===== src/rtl/fp_mul_round.sv =====
// fp_mul_round: normalise, round-to-nearest-even and pack a raw binary32
// significand product. Two register stages (normalise, round/pack) share
// one global stall so the pipeline holds at most two results.
module fp_mul_round (
  input  logic        clk,
  input  logic        rst_n,
  input  logic        in_valid,
  output logic        in_ready,
  input  logic        in_sign,
  input  logic [9:0]  in_exp,
  input  logic [47:0] in_mant,
  input  logic        in_zero,
  output logic        out_valid,
  input  logic        out_ready,
  output logic [31:0] out_result,
  output logic [2:0]  out_flags
);

  // Round-to-nearest-even; returns {carry, rounded sig}. A carry means the
  // significand reached 2^24, leaving sig bits all zero.
  function automatic logic [24:0] round_rne(input logic [23:0] sig,
                                            input logic        guard,
                                            input logic        sticky);
    logic inc;
    inc = guard & (sticky | sig[0]);
    return {1'b0, sig} + {24'h0, inc};
  endfunction

  // Saturate/flush and pack; returns {overflow, underflow, inexact, result}.
  function automatic logic [34:0] pack_sat(input logic               sign,
                                           input logic               zero,
                                           input logic signed [10:0] exp,
                                           input logic [22:0]        frac,
                                           input logic               inexact);
    logic [34:0] r;
    if (zero)
      r = {3'b000, sign, 31'h0};
    else if (exp >= 11'sd255)
      r = {2'b10, inexact, sign, 8'hFF, 23'h0};
    else if (exp <= 11'sd0)
      r = {2'b01, inexact, sign, 31'h0};
    else
      r = {2'b00, inexact, sign, exp[7:0], frac};
    return r;
  endfunction

  logic                advance;
  logic signed [10:0]  exp_ext;

  logic                vld_p1_d, vld_p1_q;
  logic                sign_p1_d, sign_p1_q;
  logic                zero_p1_d, zero_p1_q;
  logic signed [10:0]  exp_p1_d, exp_p1_q;
  logic [23:0]         sig_p1_d, sig_p1_q;
  logic                guard_p1_d, guard_p1_q;
  logic                sticky_p1_d, sticky_p1_q;

  logic [24:0]         rnd_p2;
  logic signed [10:0]  exp_r_p2;
  logic [34:0]         packed_p2;
  logic                vld_p2_d, vld_p2_q;
  logic [31:0]         result_p2_d, result_p2_q;
  logic [2:0]          flags_p2_d, flags_p2_q;

  // Whole pipeline moves together whenever the output slot is free or drains.
  assign advance   = ~vld_p2_q | out_ready;
  assign in_ready  = advance;
  assign exp_ext   = {in_exp[9], in_exp};

  // ---- Stage 1: normalise the product to a 24-bit significand + guard/sticky
  // Next-state for stage 1; everything holds while stalled.
  always_comb begin
    vld_p1_d    = vld_p1_q;
    sign_p1_d   = sign_p1_q;
    zero_p1_d   = zero_p1_q;
    exp_p1_d    = exp_p1_q;
    sig_p1_d    = sig_p1_q;
    guard_p1_d  = guard_p1_q;
    sticky_p1_d = sticky_p1_q;
    if (advance) begin
      vld_p1_d  = in_valid;
      sign_p1_d = in_sign;
      zero_p1_d = in_zero;
      if (in_mant[47]) begin
        sig_p1_d    = in_mant[47:24];
        guard_p1_d  = in_mant[23];
        sticky_p1_d = |in_mant[22:0];
        exp_p1_d    = exp_ext + 11'sd1;
      end else begin
        sig_p1_d    = in_mant[46:23];
        guard_p1_d  = in_mant[22];
        sticky_p1_d = |in_mant[21:0];
        exp_p1_d    = exp_ext;
      end
    end
  end

  // Stage 1 valid bit: cleared asynchronously so in-flight work is dropped.
  always_ff @(posedge clk or negedge rst_n) begin
    if (!rst_n) vld_p1_q <= 1'b0;
    else        vld_p1_q <= vld_p1_d;
  end

  // Stage 1 datapath registers carry no reset.
  always_ff @(posedge clk) begin
    sign_p1_q   <= sign_p1_d;
    zero_p1_q   <= zero_p1_d;
    exp_p1_q    <= exp_p1_d;
    sig_p1_q    <= sig_p1_d;
    guard_p1_q  <= guard_p1_d;
    sticky_p1_q <= sticky_p1_d;
  end

  // ---- Stage 2: round, adjust exponent on carry, saturate/flush and pack
  // Next-state for the output stage; holds result stable under backpressure.
  always_comb begin
    rnd_p2      = round_rne(sig_p1_q, guard_p1_q, sticky_p1_q);
    exp_r_p2    = exp_p1_q + (rnd_p2[24] ? 11'sd1 : 11'sd0);
    packed_p2   = pack_sat(sign_p1_q, zero_p1_q, exp_r_p2, rnd_p2[22:0],
                           guard_p1_q | sticky_p1_q);
    vld_p2_d    = vld_p2_q;
    result_p2_d = result_p2_q;
    flags_p2_d  = flags_p2_q;
    if (advance) begin
      vld_p2_d = vld_p1_q;
      if (vld_p1_q) begin
        result_p2_d = packed_p2[31:0];
        flags_p2_d  = packed_p2[34:32];
      end
    end
  end

  // Output registers, cleared asynchronously on reset.
  always_ff @(posedge clk or negedge rst_n) begin
    if (!rst_n) begin
      vld_p2_q    <= 1'b0;
      result_p2_q <= 32'h0;
      flags_p2_q  <= 3'b000;
    end else begin
      vld_p2_q    <= vld_p2_d;
      result_p2_q <= result_p2_d;
      flags_p2_q  <= flags_p2_d;
    end
  end

  assign out_valid  = vld_p2_q;
  assign out_result = result_p2_q;
  assign out_flags  = flags_p2_q;

endmodule


===== config.mk =====
export PLATFORM = sky130hd
export DESIGN_NAME = fp_mul_round
export DESIGN_NICKNAME = d
export VERILOG_FILES = /design/src/rtl/fp_mul_round.sv
export SDC_FILE = /design/constraint.sdc
export NUM_CORES = 1
export LEC_CHECK = 0
export CORE_AREA = 5 5 103 105
export DETAILED_ROUTE_END_ITERATION = 8
export DIE_AREA = 0 0 108 110
export GPL_TIMING_DRIVEN = 0
export PLACE_DENSITY = 0.72
export SYNTH_ARGS = -nofsm -noshare
export SYNTH_HDL_FRONTEND = slang
export SYNTH_SLANG_ARGS = --single-unit

===== constraint.sdc =====
create_clock -name clk -period 4.5 [get_ports clk]
set_input_delay 0.9 -clock clk [delete_from_list [all_inputs] [get_ports clk]]
set_output_delay 0.9 -clock clk [all_outputs]
set_load 0.01 [all_outputs]

# ---- Yosys cells after proc, flatten, opt, wreduce, memory -nomap -nowiden
# Index checks and enable logic that the tools add are counted.
# Widths: inputs -> output; s select.
dict set report totals {
  ff_bits 76
  input_bits 64
  word_cells 32
}
dict set report classes {
  addsub 3
  n_lt_le_gt_ge 2
  n_mux 8
  n_bitwise 5
  reduce_logical 3
}
# cell count
set ops {}
lappend ops {{$mux 35} 2}
lappend ops {{$mux 34} 1}
lappend ops {{$add 24x1->25} 1}
lappend ops {{$mux 23} 1}
lappend ops {{$reduce_or 23->1} 1}
lappend ops {{$reduce_or 22->1} 1}
lappend ops {{$add 10x2->11 const B} 1}
lappend ops {{$add 11x2->11} 1}
lappend ops {{$ge 11x9->1 const B} 1}
lappend ops {{$le 11x1->1 const B} 1}
lappend ops {{$mux 11} 1}
lappend ops {{$mux 1} 3}
lappend ops {{$or 1x1->1} 3}
lappend ops {{$reduce_and 2->1} 1}
lappend ops {{$and 1x1->1} 1}
lappend ops {{$not 1->1} 1}

# ---- Logic depth before layout (Yosys ltp)
dict set report logic_depth {
  word_depth 9
  mapped_depth 16
}

# ---- Least setup slack after synthesis
# No wires, ideal clock.
dict set report synth_path {
  path_kind {register to register}
  startpoint {reg sticky_p1_q}
  endpoint {reg result_p2_q[16] (netlist: out_result[16])}
  setup_ns 0.104
  t_arrival_ns 3.556
  required_ns 4.396
  setup_slack_ns 0.840
  stages_incl_launch_ff 17
  period_less_slack_ns 3.660
  cell_sequence {edfxtp_1 o21a_1 ha_1 ha_1 nand3_1 nor2_1 nand4_1 nor2_1 ha_1 ha_1 buf_6 nand4_4 o31a_1 or4_1 buf_6 buf_12 o41ai_4}
}
dict set report synth_via {
  elab_chain_cells 9
  elab_cells_between_ends 10
  classes_between {add/sub (2); order compare (2); mux (4); bitwise (2)}
}
# item line_no
set synth_lines {}
lappend synth_lines {{from (decl)} 56} ;# logic sticky_p1_d, sticky_p1_q;
lappend synth_lines {{from (signal assigned)} 111} ;# sticky_p1_q <= sticky_p1_d;
lappend synth_lines {{$or 1x1->1 *} 25} ;# inc = guard & (sticky | sig[0]);
lappend synth_lines {{$and 1x1->1 *} 25}
lappend synth_lines {{$add 24x1->25 *} 26} ;# return {1'b0, sig} + {24'h0, inc};
lappend synth_lines {{$mux 1} 118} ;# exp_r_p2 = exp_p1_q + (rnd_p2[24] ? 11'sd1 : 11'sd0);
lappend synth_lines {{$add 11x2->11} 118}
lappend synth_lines {{$le 11x1->1} 40} ;# else if (exp <= 11'sd0)
lappend synth_lines {{$mux 34} 40}
lappend synth_lines {{$mux 35 *} 38} ;# else if (exp >= 11'sd255)
lappend synth_lines {{$mux 35 *} 36} ;# if (zero)
lappend synth_lines {{to (signal assigned)} 141} ;# result_p2_q <= result_p2_d;
lappend synth_lines {{to (decl)} 62} ;# logic [31:0] result_p2_d, result_p2_q;
# Every way passes the cells marked *; elsewhere a longest branch is shown, timed or not.
# A chain may end at the register's enable or synchronous reset.

# ---- Final worst setup path
dict set report layout_path {
  startpoint {reg guard_p1_q}
  endpoint {reg result_p2_q[17] (netlist: out_result[17])}
}
dict set report layout_via {
  elab_chain_cells 8
  elab_cells_between_ends 9
  classes_between {add/sub (2); order compare (2); mux (4); bitwise (1)}
}
# item line_no
set layout_lines {}
lappend layout_lines {{from (decl)} 55} ;# logic guard_p1_d, guard_p1_q;
lappend layout_lines {{from (signal assigned)} 110} ;# guard_p1_q <= guard_p1_d;
lappend layout_lines {{$and 1x1->1 *} 25}
lappend layout_lines {{$add 24x1->25 *} 26}
lappend layout_lines {{$mux 1} 118}
lappend layout_lines {{$add 11x2->11} 118}
lappend layout_lines {{$le 11x1->1} 40}
lappend layout_lines {{$mux 34} 40}
lappend layout_lines {{$mux 35 *} 38}
lappend layout_lines {{$mux 35 *} 36}
# Marks and branches as above.

==> flow_summary.toml <==
[sta]
fmax_mhz = 242
tightest_slew_ps = 1020
setup_tns_ps = 0
post-route-min-period_ps = 4130
period_share_pct = 91.7
max_slew_margin_pct = 31.8
final_hold_viol_count = 0
drv_slew = 0
hold_slack_ps = 488
setup_viol = 0
worst_slack_ps = 373
rsz0062_at_grt = "false"
finClkSkew_ps = 15.8

[cells_and_area]
antennaDiodeCount = 0
final_cell_count_no_fill = 597
final_util_pct = 58.4
nNetsFinal = 528
final_common_cell = "clkdlybuf4s50_1"
syn_to_final_growth_pct = 33.1
fin_area_sq_mm = 0.00558
drive_gt1_share_pct = 17.5
layout_common_cells = "99 x clkdlybuf4s50_1, 53 x nand2_1, 39 x edfxtp_1"

[global_route]
grt_usage_pct = 17.1
antenna_found_initial = 0
grt_pass1_wl_mm = 15.8
overflow = 0
grt_pass1_vias = 3236
grt_max_degree = 46

[place]
dp.cells = 581
place_congestion = 0.865
placed_area_sq_mm = 0.00535
dp_hpwl_mm = 7.45
pre_cts_ws_ps = 169
io_buffers = 100

[power_and_ir_drop]
switching_share_pct = 26.6
p_int_mw = 1.33
cellLeakagePower_nw = 2.10
power_mw = 1.81
p_comb_share_pct = 20.4
ir_drop_uv = 143
seq_power_share_pct = 47.8
p_clk_share_pct = 31.8
switchingPower_mw = 0.481
power_density_mw_per_mm2 = 324

[clock_tree]
cts_tree = "built"
numCtsBuffers = 9
clk_transition_reported_paths_ps = 80
clock_path_buffers = 2
cts_sinks = 76
cts-htree-levels = 3
cts_root_buffer = "clkbuf_8"
insertion_delay_ps = 350
cts_resized = 0
cts_setup_buffers = 0
cts_hold_buf = 0

[logic_synthesis]
synth_top_area_share_pct = 27.9
syn_nets = 417
synth_cell_type_count = 51
yosysWarnings = 0
ys_ff_latch = 76
synth-edff-count = 39
synthTopCellsByArea = "edfxtp_1 28%, dfrtp_1 22%, mux2_2 7.3%, o41ai_2 6.6%, nand2_1 4.7%"
async_flop_share_pct = 48.7
synthFlopType = "edfxtp_1"
yosys.area.top_type = "edfxtp_1"
syn_inst = 348
syn_area_sq_mm = 0.00419
seq_area_frac_synth_pct = 50.0
syn_area_per_cell_sq_um = 12.0

[critical_path]
rr_startpoint = "guard_p1_q"
crit_top_cell = "ha_1"
worstSetupEndpointType = "flip-flop"
startpoint = "guard_p1_q"
worstPathMaxFanout = 10
crit_type = "reg2reg"
path_cells = "o21a_1, ha_1, ha_1, nand3_1, nor2_2, nand4_1, nor2_1, ha_1, ha_1, buf_6, nand4_4, o31a_1, or4_1, buf_6, buf_12, o41ai_2"
worstPathRequired_ps = 4750
arrival_ps = 4380
worstSetupStartpointType = "flip-flop"
slowest_delay_ps = 490
critPathSlowestCell = "or4_1"

[floorplan]
core_sq_mm = 0.00955
die_h_microns = 110
rows = 36
start_util_pct = 43.9
dieArea_sq_mm = 0.0119
die_x_microns = 108
num_io_pins = 101

[min_path]
hp-class = "reg2reg"
min_from = "out_result[28]"

[routing]
drcViolationCount = 0
dr.pass1.iters = 4
avgRoutedWirePerCell_microns = 16.2
viasPerCell = 5.30
ant_nets = 0
drt_wl_total_mm = 9.68
vias = 3162
drt_iter0_markers = 123

[flow_run]
drv_cap = 0

[status]
status = "completed"
layer usage:
| layer | vias to the layer above | wire length (microns) | GRT usage (%) |
|---|---|---|---|
| met5 | - | 0 | 0 |
| met4 | 0 | 161 | 6.13 |
| met3 | 15 | 581 | 3.67 |
| met2 | 96 | 4450 | 26.2 |
| met1 | 1501 | 4490 | 24.0 |
| li1 | 1550 | - | - |
critical path, delay by kind of cell (launching register included):
kind                       cells  cell delay, ps
adders and majority gates      4             910
DFF                            1             360
AOI/OAI and AO/OA              3             810
buffers and inverters          3             450
and+or+nand+nor                6            1490
state kept, by name, summed over array words and instances (netlist names):
register and flops:
exp_p1_q 11, guard_p1_q 1, out_flags 3, out_result 32
out_valid 1, sig_p1_q 24, sign_p1_q 1, sticky_p1_q 1
vld_p1_q 1, zero_p1_q 1
cell type report:
cell class	count	area (sq um)
clock buffers	9	124
clock inverters	7	97.6
flip-flops and latches	76	2100
well taps	133	166
repair buffers	100	996
plain buffers	21	186
fillers	826	3970
inverters	1	3.75
multi-input cells	250	1910
path summary, 6_finish.rpt:
path	end	slack, ps	depth (start not counted)
max reg2reg	out_result[17]	370	16
min	out_result[28]	490	2
max in group asynchronous	out_result[17]	3350	1
min in group asynchronous	out_result[0]	640	1
max	out_result[17]	370	16
min reg2reg	out_result[28]	490	2
cells in the mapped netlist (7+ instances only):
master    instances
mux2_2           27
nor2_1           11
nor4_1            7
xor2_1           20
edfxtp_1         39
o41ai_2          17
xnor2_1          16
nand4_1          15
nand2_1          53
and3_1            8
dfrtp_1          37
nand3_1          20
power groups by stage:
stage | registers (mW) | logic (mW) | clock network (mW)
after global placement | 0.877 | 0.368 | 0
after floorplan | 0.884 | 0.173 | 0
final | 0.865 | 0.369 | 0.575
after CTS | 0.865 | 0.374 | 0.591
after global routing | 0.876 | 0.399 | 0.616
after detailed placement | 0.880 | 0.371 | 0
logic make-up after synthesis:
kind of cell	synth area share (%)
AOI/OAI and AO/OA	13.1
DFF	50.0
muxes	7.26
xor gates and xnor gates	7.52
adders and majority gates	1.49
buffers and inverters	4.51
and+or+nand+nor	16.1
Power figures use the tool's default switching activity.
